--- src/rtl/video_timing_gen.sv ---
// -----------------------------------------------------------------------------
// video_timing_gen
//
// Runtime-reprogrammable raster timing generator. A pixel-clock divider gates
// a horizontal/vertical counter pair; sync, blanking and display-enable are
// decoded from the next-state counters and registered alongside them, so they
// always describe the current hpos/vpos with no skew. A new mode is written
// into a shadow copy and becomes active only at the frame wrap.
//
// Ports
//   clk          system clock
//   reset        synchronous, active-high
//   cfg_valid    one-cycle request to load a new mode
//   cfg_h        {display, front, sync, back} horizontal fields, display in MSBs
//   cfg_v        same packing for the vertical axis
//   cfg_pol      {vs_pol, hs_pol}, sync level during the sync interval
//   cfg_pending  a mode is latched in the shadow and not yet applied
//   cfg_err      one-cycle pulse: last request rejected
//   pix_en       last system clock of the current pixel
//   hpos, vpos   current pixel column and line
//   hsync, vsync polarity-applied sync
//   hblank, vblank, de  blanking and display enable
//   line_start, frame_start  one-clock strobes at the first pixel
// -----------------------------------------------------------------------------
module video_timing_gen #(
    parameter int CW        = 12,
    parameter int PIX_DIV   = 1,
    parameter int H_DISPLAY = 640,
    parameter int H_FRONT   = 16,
    parameter int H_SYNC    = 96,
    parameter int H_BACK    = 48,
    parameter int V_DISPLAY = 480,
    parameter int V_FRONT   = 10,
    parameter int V_SYNC    = 2,
    parameter int V_BACK    = 33,
    parameter bit HS_POL    = 1'b0,
    parameter bit VS_POL    = 1'b0
) (
    input  logic            clk,
    input  logic            reset,
    input  logic            cfg_valid,
    input  logic [4*CW-1:0] cfg_h,
    input  logic [4*CW-1:0] cfg_v,
    input  logic [1:0]      cfg_pol,
    output logic            cfg_pending,
    output logic            cfg_err,
    output logic            pix_en,
    output logic [CW-1:0]   hpos,
    output logic [CW-1:0]   vpos,
    output logic            hsync,
    output logic            vsync,
    output logic            hblank,
    output logic            vblank,
    output logic            de,
    output logic            line_start,
    output logic            frame_start
);

    // Divider width; a PIX_DIV of 1 still gets a 1-bit register that stays 0.
    localparam int DW = (PIX_DIV > 1) ? $clog2(PIX_DIV) : 1;
    localparam logic [DW-1:0] DIV_LAST = DW'(PIX_DIV - 1);
    localparam logic [DW-1:0] DIV_ONE  = DW'(1);
    localparam logic [CW-1:0] C_ONE    = CW'(1);

    // A mode is legal when each axis spans at most 2^CW positions.
    localparam logic [CW+1:0] SUM_LIM  = {2'b01, {CW{1'b0}}};

    localparam logic [4*CW-1:0] RST_H = {CW'(H_DISPLAY), CW'(H_FRONT),
                                         CW'(H_SYNC), CW'(H_BACK)};
    localparam logic [4*CW-1:0] RST_V = {CW'(V_DISPLAY), CW'(V_FRONT),
                                         CW'(V_SYNC), CW'(V_BACK)};
    localparam logic [1:0]      RST_POL = {VS_POL, HS_POL};

    // Decode thresholds of one axis.
    typedef struct packed {
        logic [CW-1:0] disp;
        logic [CW-1:0] ss;
        logic [CW-1:0] se;
    } axis_dec_t;

    function automatic axis_dec_t axis_decode(input logic [4*CW-1:0] t);
        axis_dec_t d;
        d.disp = t[4*CW-1:3*CW];
        d.ss   = t[4*CW-1:3*CW] + t[3*CW-1:2*CW];
        d.se   = d.ss + t[2*CW-1:CW] - C_ONE;
        return d;
    endfunction

    // Last counter value of an axis (total - 1).
    function automatic logic [CW-1:0] axis_last(input logic [4*CW-1:0] t);
        return t[4*CW-1:3*CW] + t[3*CW-1:2*CW] + t[2*CW-1:CW]
             + t[CW-1:0] - C_ONE;
    endfunction

    // Every field non-zero and the sum within 2^CW, computed two bits wider
    // so that the sum itself cannot wrap.
    function automatic logic axis_ok(input logic [4*CW-1:0] t);
        logic [CW+1:0] sum;
        sum = {2'b00, t[4*CW-1:3*CW]} + {2'b00, t[3*CW-1:2*CW]}
            + {2'b00, t[2*CW-1:CW]}   + {2'b00, t[CW-1:0]};
        return (t[4*CW-1:3*CW] != '0) && (t[3*CW-1:2*CW] != '0) &&
               (t[2*CW-1:CW] != '0)   && (t[CW-1:0] != '0)     &&
               (sum <= SUM_LIM);
    endfunction

    // State
    logic [DW-1:0]   r_div;
    logic [CW-1:0]   r_hpos;
    logic [CW-1:0]   r_vpos;
    logic [4*CW-1:0] r_act_h;
    logic [4*CW-1:0] r_act_v;
    logic [1:0]      r_act_pol;
    logic [4*CW-1:0] r_shd_h;
    logic [4*CW-1:0] r_shd_v;
    logic [1:0]      r_shd_pol;
    logic            r_pending;
    logic            r_err;
    logic            r_hsync;
    logic            r_vsync;
    logic            r_hblank;
    logic            r_vblank;
    logic            r_de;

    // Combinational
    logic            w_pix;
    logic [CW-1:0]   w_h_last;
    logic [CW-1:0]   w_v_last;
    logic            w_h_end;
    logic            w_v_end;
    logic            w_wrap;
    logic            w_apply;
    logic [CW-1:0]   w_hpos_nxt;
    logic [CW-1:0]   w_vpos_nxt;
    axis_dec_t       w_nh;
    axis_dec_t       w_nv;
    logic [1:0]      w_npol;
    logic            w_hblank_nxt;
    logic            w_vblank_nxt;
    logic            w_hsync_nxt;
    logic            w_vsync_nxt;
    logic            w_cfg_ok;
    logic            w_accept;

    always_comb begin
        w_pix    = (r_div == DIV_LAST);
        w_h_last = axis_last(r_act_h);
        w_v_last = axis_last(r_act_v);
        w_h_end  = (r_hpos == w_h_last);
        w_v_end  = (r_vpos == w_v_last);
        w_wrap   = w_pix && w_h_end && w_v_end;
        w_apply  = w_wrap && r_pending;

        w_hpos_nxt = r_hpos;
        w_vpos_nxt = r_vpos;
        if (w_pix) begin
            if (w_h_end) begin
                w_hpos_nxt = '0;
                w_vpos_nxt = w_v_end ? '0 : (r_vpos + C_ONE);
            end else begin
                w_hpos_nxt = r_hpos + C_ONE;
            end
        end

        // The decode describes the position the counters move to, so on the
        // apply edge it must already use the shadow timing.
        w_nh   = axis_decode(w_apply ? r_shd_h : r_act_h);
        w_nv   = axis_decode(w_apply ? r_shd_v : r_act_v);
        w_npol = w_apply ? r_shd_pol : r_act_pol;

        w_hblank_nxt = (w_hpos_nxt >= w_nh.disp);
        w_vblank_nxt = (w_vpos_nxt >= w_nv.disp);
        w_hsync_nxt  = ((w_hpos_nxt >= w_nh.ss) && (w_hpos_nxt <= w_nh.se))
                     ? w_npol[0] : ~w_npol[0];
        w_vsync_nxt  = ((w_vpos_nxt >= w_nv.ss) && (w_vpos_nxt <= w_nv.se))
                     ? w_npol[1] : ~w_npol[1];

        w_cfg_ok = axis_ok(cfg_h) && axis_ok(cfg_v);
        w_accept = cfg_valid && w_cfg_ok;
    end

    always_ff @(posedge clk) begin
        if (reset) begin
            r_div     <= '0;
            r_hpos    <= '0;
            r_vpos    <= '0;
            r_act_h   <= RST_H;
            r_act_v   <= RST_V;
            r_act_pol <= RST_POL;
            r_shd_h   <= RST_H;
            r_shd_v   <= RST_V;
            r_shd_pol <= RST_POL;
            r_pending <= 1'b0;
            r_err     <= 1'b0;
            r_hsync   <= ~HS_POL;
            r_vsync   <= ~VS_POL;
            r_hblank  <= 1'b0;
            r_vblank  <= 1'b0;
            r_de      <= 1'b1;
        end else begin
            r_div  <= w_pix ? '0 : (r_div + DIV_ONE);
            r_hpos <= w_hpos_nxt;
            r_vpos <= w_vpos_nxt;

            if (w_apply) begin
                r_act_h   <= r_shd_h;
                r_act_v   <= r_shd_v;
                r_act_pol <= r_shd_pol;
            end

            // A request on the apply edge overwrites the shadow after the old
            // shadow has been copied out, so it waits for the next frame.
            if (w_accept) begin
                r_shd_h   <= cfg_h;
                r_shd_v   <= cfg_v;
                r_shd_pol <= cfg_pol;
            end
            r_pending <= w_accept | (r_pending & ~w_apply);
            r_err     <= cfg_valid & ~w_cfg_ok;

            r_hsync  <= w_hsync_nxt;
            r_vsync  <= w_vsync_nxt;
            r_hblank <= w_hblank_nxt;
            r_vblank <= w_vblank_nxt;
            r_de     <= ~w_hblank_nxt & ~w_vblank_nxt;
        end
    end

    assign pix_en      = w_pix;
    assign hpos        = r_hpos;
    assign vpos        = r_vpos;
    assign hsync       = r_hsync;
    assign vsync       = r_vsync;
    assign hblank      = r_hblank;
    assign vblank      = r_vblank;
    assign de          = r_de;
    assign cfg_pending = r_pending;
    assign cfg_err     = r_err;
    assign line_start  = w_pix && (r_hpos == '0);
    assign frame_start = w_pix && (r_hpos == '0) && (r_vpos == '0);

endmodule

--- config.mk ---
export PLATFORM = sky130hd
export DESIGN_NAME = video_timing_gen
export DESIGN_NICKNAME = d
export VERILOG_FILES = /design/src/rtl/video_timing_gen.sv
export SDC_FILE = /design/constraint.sdc
export NUM_CORES = 1
export LEC_CHECK = 0
export ABC_AREA = 1
export BUFFER_PORTS_ARGS = -buffer_cell sky130_fd_sc_hd__buf_2
export CORE_MARGIN = 2
export CORE_UTILIZATION = 55
export CTS_CLUSTER_DIAMETER = 30
export CTS_CLUSTER_SIZE = 25
export DETAILED_ROUTE_END_ITERATION = 10
export GPL_ROUTABILITY_DRIVEN = 0
export HOLD_SLACK_MARGIN = 0.02
export PLACE_DENSITY = 0.83
export RECOVER_POWER = 25
export SLEW_MARGIN = 20
export SYNTH_ARGS = -nofsm -noshare
export SYNTH_HDL_FRONTEND = slang
export SYNTH_SLANG_ARGS = --single-unit
export TNS_END_PERCENT = 20
--- constraint.sdc ---
create_clock -name clk -period 18.7 [get_ports clk]
set_input_delay 1.87 -clock clk [delete_from_list [all_inputs] [get_ports clk]]
set_output_delay 1.87 -clock clk [all_outputs]
set_load 0.01 [all_outputs]
==> results by group <==
Critical path
  – Worst path depth: 57
  – Bufs and invs on worst path: 11
  – Crit path max fanout: 33
  – Top cell family by delay on the critical path: simple AND/OR/NAND/NOR gates
  – CP max stage cell: inv_1
  – Crit path kind: reg2reg
  – Startpoint types: register
  – Crit path capture type: register
  – Slowest cell delay on critical path: 1.14 ns
  – Worst EP required: 19.14 ns
  – R2r worst-path depth: 57
  – Arr. time, crit path: 11.70 ns
  – Critical Path Most Common Cell: nand2_1

Clock tree
  – Sink Count: 228
  – CTS root buf: clkbuf_16
  – Clk pin slew, worst setup/hold paths: 0.04 ns
  – CTS Hold Buffers Added: 0
  – CTS Buf Count: 46
  – CTS H-Tree Depth: 2
  – CTS tree: yes
  – Worst-Skew Late Latency: 0.55 ns
  – Setup Fix Bufs, Post-CTS: 0
  – Post-CTS resize count: 0
  – Clk buf depth: 3

STA
  – Slew HR: -2.72%
  – Slew at the pin closest to its max-slew limit: 1.54 ns
  – Setup tns final: 0 ns
  – Max Clk Rate: 0.0888 GHz
  – Slew Viols, Final: 31
  – Final WS setup: 7.43 ns
  – Fin crit period: about 11 ns
  – Final setup viols: 0
  – Final Hold Fails: 0
  – Hold slack final: 0.460 ns
  – Tcrit/Tclk final: 60.2%
  – Fin Clk Skew: 0.0229 ns
  – Unrepaired setup endpoints after global routing: false

Min path
  – Worst hold stages: 2
  – HP Class: reg2reg

Route
  – DRC: 0
  – Vias per cell: 5.75
  – Pre-antenna DRT Iters: 6
  – DR vias: 18000
  – Routed WL per cell: 17.2 um
  – Iter 0 DRT Violations: 1819
  – DRT antenna net count: 0
  – Total Wirelength: approximately 54 mm

GRT
  – Total global-route track usage: 30.5%
  – GRT overflow: 0
  – Largest net degree at the start of global routing: 124
  – Number of global-route vias before repair: 17300
  – Initial antenna violation count: 0
  – Global-route wire length before repair: 86.4 mm

Cells and area
  – Layout area overhead: 12.9%
  – N_diodes: 0
  – Fin util: 63.3%
  – Final net count: 3039
  – Share of cells above drive strength 1: 9.12%

Synthesis
  – Mapped Cells: 2540
  – Area leader, netlist: dfxtp_1
  – Synthesized net count: 2926
  – Most numerous cell in the Yosys netlist: nand2_1
  – Avg Inst Size Synth: 7.20 um^2
  – Netlist Area Pre-Place: 18300 um^2
  – Top post-synthesis cells by area: dfxtp_1 25%, ha_1 13%, fa_1 10%
  – Synth Flop Type: dfxtp_1
  – Synth async-reset ratio: 0%
  – Number of flops mapped to enable cells by yosys: 0
  – Synth cell count leaders: 468 x nand2_1, 401 x inv_1, 280 x nor2_1
  – Synthesis Warnings: 0
  – Synth top area share: between 20% and 30%
  – Seq cells post-synth: 228
  – Register area share after synthesis: ~25%
  – Distinct cells, synth: 56

Placement
  – DP Wirelength: 41.6 mm
  – IO buf count: 134
  – Pre-CTS setup slack: 8.75 ns

Run
  – Max_cap viols: 1

Run status
  – Violated checks: capacitance limit, slew limit
  – Status: complete, but fails checks

Floorplan
  – I/O Pins: 135
  – # rows: 66
  – Starting Density: 56.1%
  – Die Area: 34700 um^2
  – Die W: 186 um
  – Core Footprint: 32600 um^2
  – Die Ht: 186 um

Pwr
  – Leakage: 0.0103 uW
  – PwrDens: about 76 nW/um^2
  – Worst IR Drop VDD: 0.0000566 V
-- worst register-to-register path: cells and delay by family, from the launching register on --
kind	cells	cell delay, ns
compound gates	7	1.10
flops	1	0.31
xor+xnor	4	0.57
fa+ha+maj	10	3.38
buf+inv	11	2.26
simple gates	25	3.52
-- power by group --
group	internal, uW	total, uW	switching [uW]	leakage, uW
registers	515	531	16.1	0.00184
logic	90.2	246	156	0.00769
clock network	514	795	281	0.000742
-- cell type report --
cell class                      count  area [um^2]
Clock buffer                       55         1230
Clock inverter                     27          297
Fill cell                        2699        12000
Inverter                          410         1540
Multi-Input combinational cell   1827        11800
Sequential cell                   228         4560
Tap cell                          442          553
Timing Repair Buffer              140          672
-- cell usage in the layout (no fill, tap or decap), types with 6 or more instances in the layout --
cell type  instances
a211oi_1          20
a21o_1             7
a21oi_1          157
buf_2             99
buf_4              6
clkbuf_1          41
clkbuf_16         47
clkinv_2           9
clkinv_4           6
dfxtp_1          228
fa_1              93
ha_1             192
inv_1            399
inv_2              9
nand2_1          469
nand2_2           25
nand3_1          151
nand3b_1          12
nand4_1           30
nor2_1           283
nor3_1            24
nor4_1            26
o211ai_1           8
o21ai_0          175
o21ai_1            8
o21bai_1          10
xnor2_1           37
xor2_1            44
-- state kept, by name, indices dropped and copies added, names as in the netlist --
register / cells
r_act_h: 48
r_act_v: 48
r_shd_h: 48
r_shd_v: 48
hpos: 12
vpos: 12
r_act_pol: 2
r_shd_pol: 2
cfg_err: 1
cfg_pending: 1
de: 1
hblank: 1
hsync: 1
r_div: 1
vblank: 1
vsync: 1
-- cells by family after synthesis --
| logic type | share of synthesized area, % |
|---|---|
| xor gates and xnor gates | 3.97 |
| DFF | 25.0 |
| AOI/OAI and AO/OA | 12.8 |
| adders and majority gates | 23.3 |
| buffers and inverters | 10.2 |
| and+or+nand+nor | 24.8 |
| other | 0.0205 |
-- through the flow --
| step | instances | instance area [um^2] | power (uW) |
|---|---|---|---|
| global route | 3129 | 20600 | 1630 |
| detailed placement | 3047 | 19200 | 778 |
| global placement | 3047 | 19200 | 764 |
| floorplan | 2540 | 18300 | 700 |
| finish | 3129 | 20600 | 1570 |
| CTS | 3129 | 20800 | 1570 |
-- worst paths after layout --
kind              slack, ns                     from                       to
hold reg to reg        0.46  r_act_h[0]$_SDFFE_PP0N_  r_act_h[0]$_SDFFE_PP0N_
setup / recovery       7.43  r_act_h[1]$_SDFFE_PP0N_         hsync$_SDFF_PP1_
setup reg to reg       7.43  r_act_h[1]$_SDFFE_PP0N_         hsync$_SDFF_PP1_
hold / removal         0.46  r_act_h[0]$_SDFFE_PP0N_  r_act_h[0]$_SDFFE_PP0N_
-- per-layer routing --
| layer | share of wire (%) | global-route usage [%] | vias to the layer above |
|---|---|---|---|
| met3 | 10 | 7.03 | 192 |
| met4 | 4.7 | 13.9 | 0 |
| met1 | 42 | 40.5 | 8374 |
| li1 | - | - | 8444 |
| met2 | 43 | 47.3 | 981 |
| met5 | 0 | 0 | - |
Power figures use the tool's default switching activity.
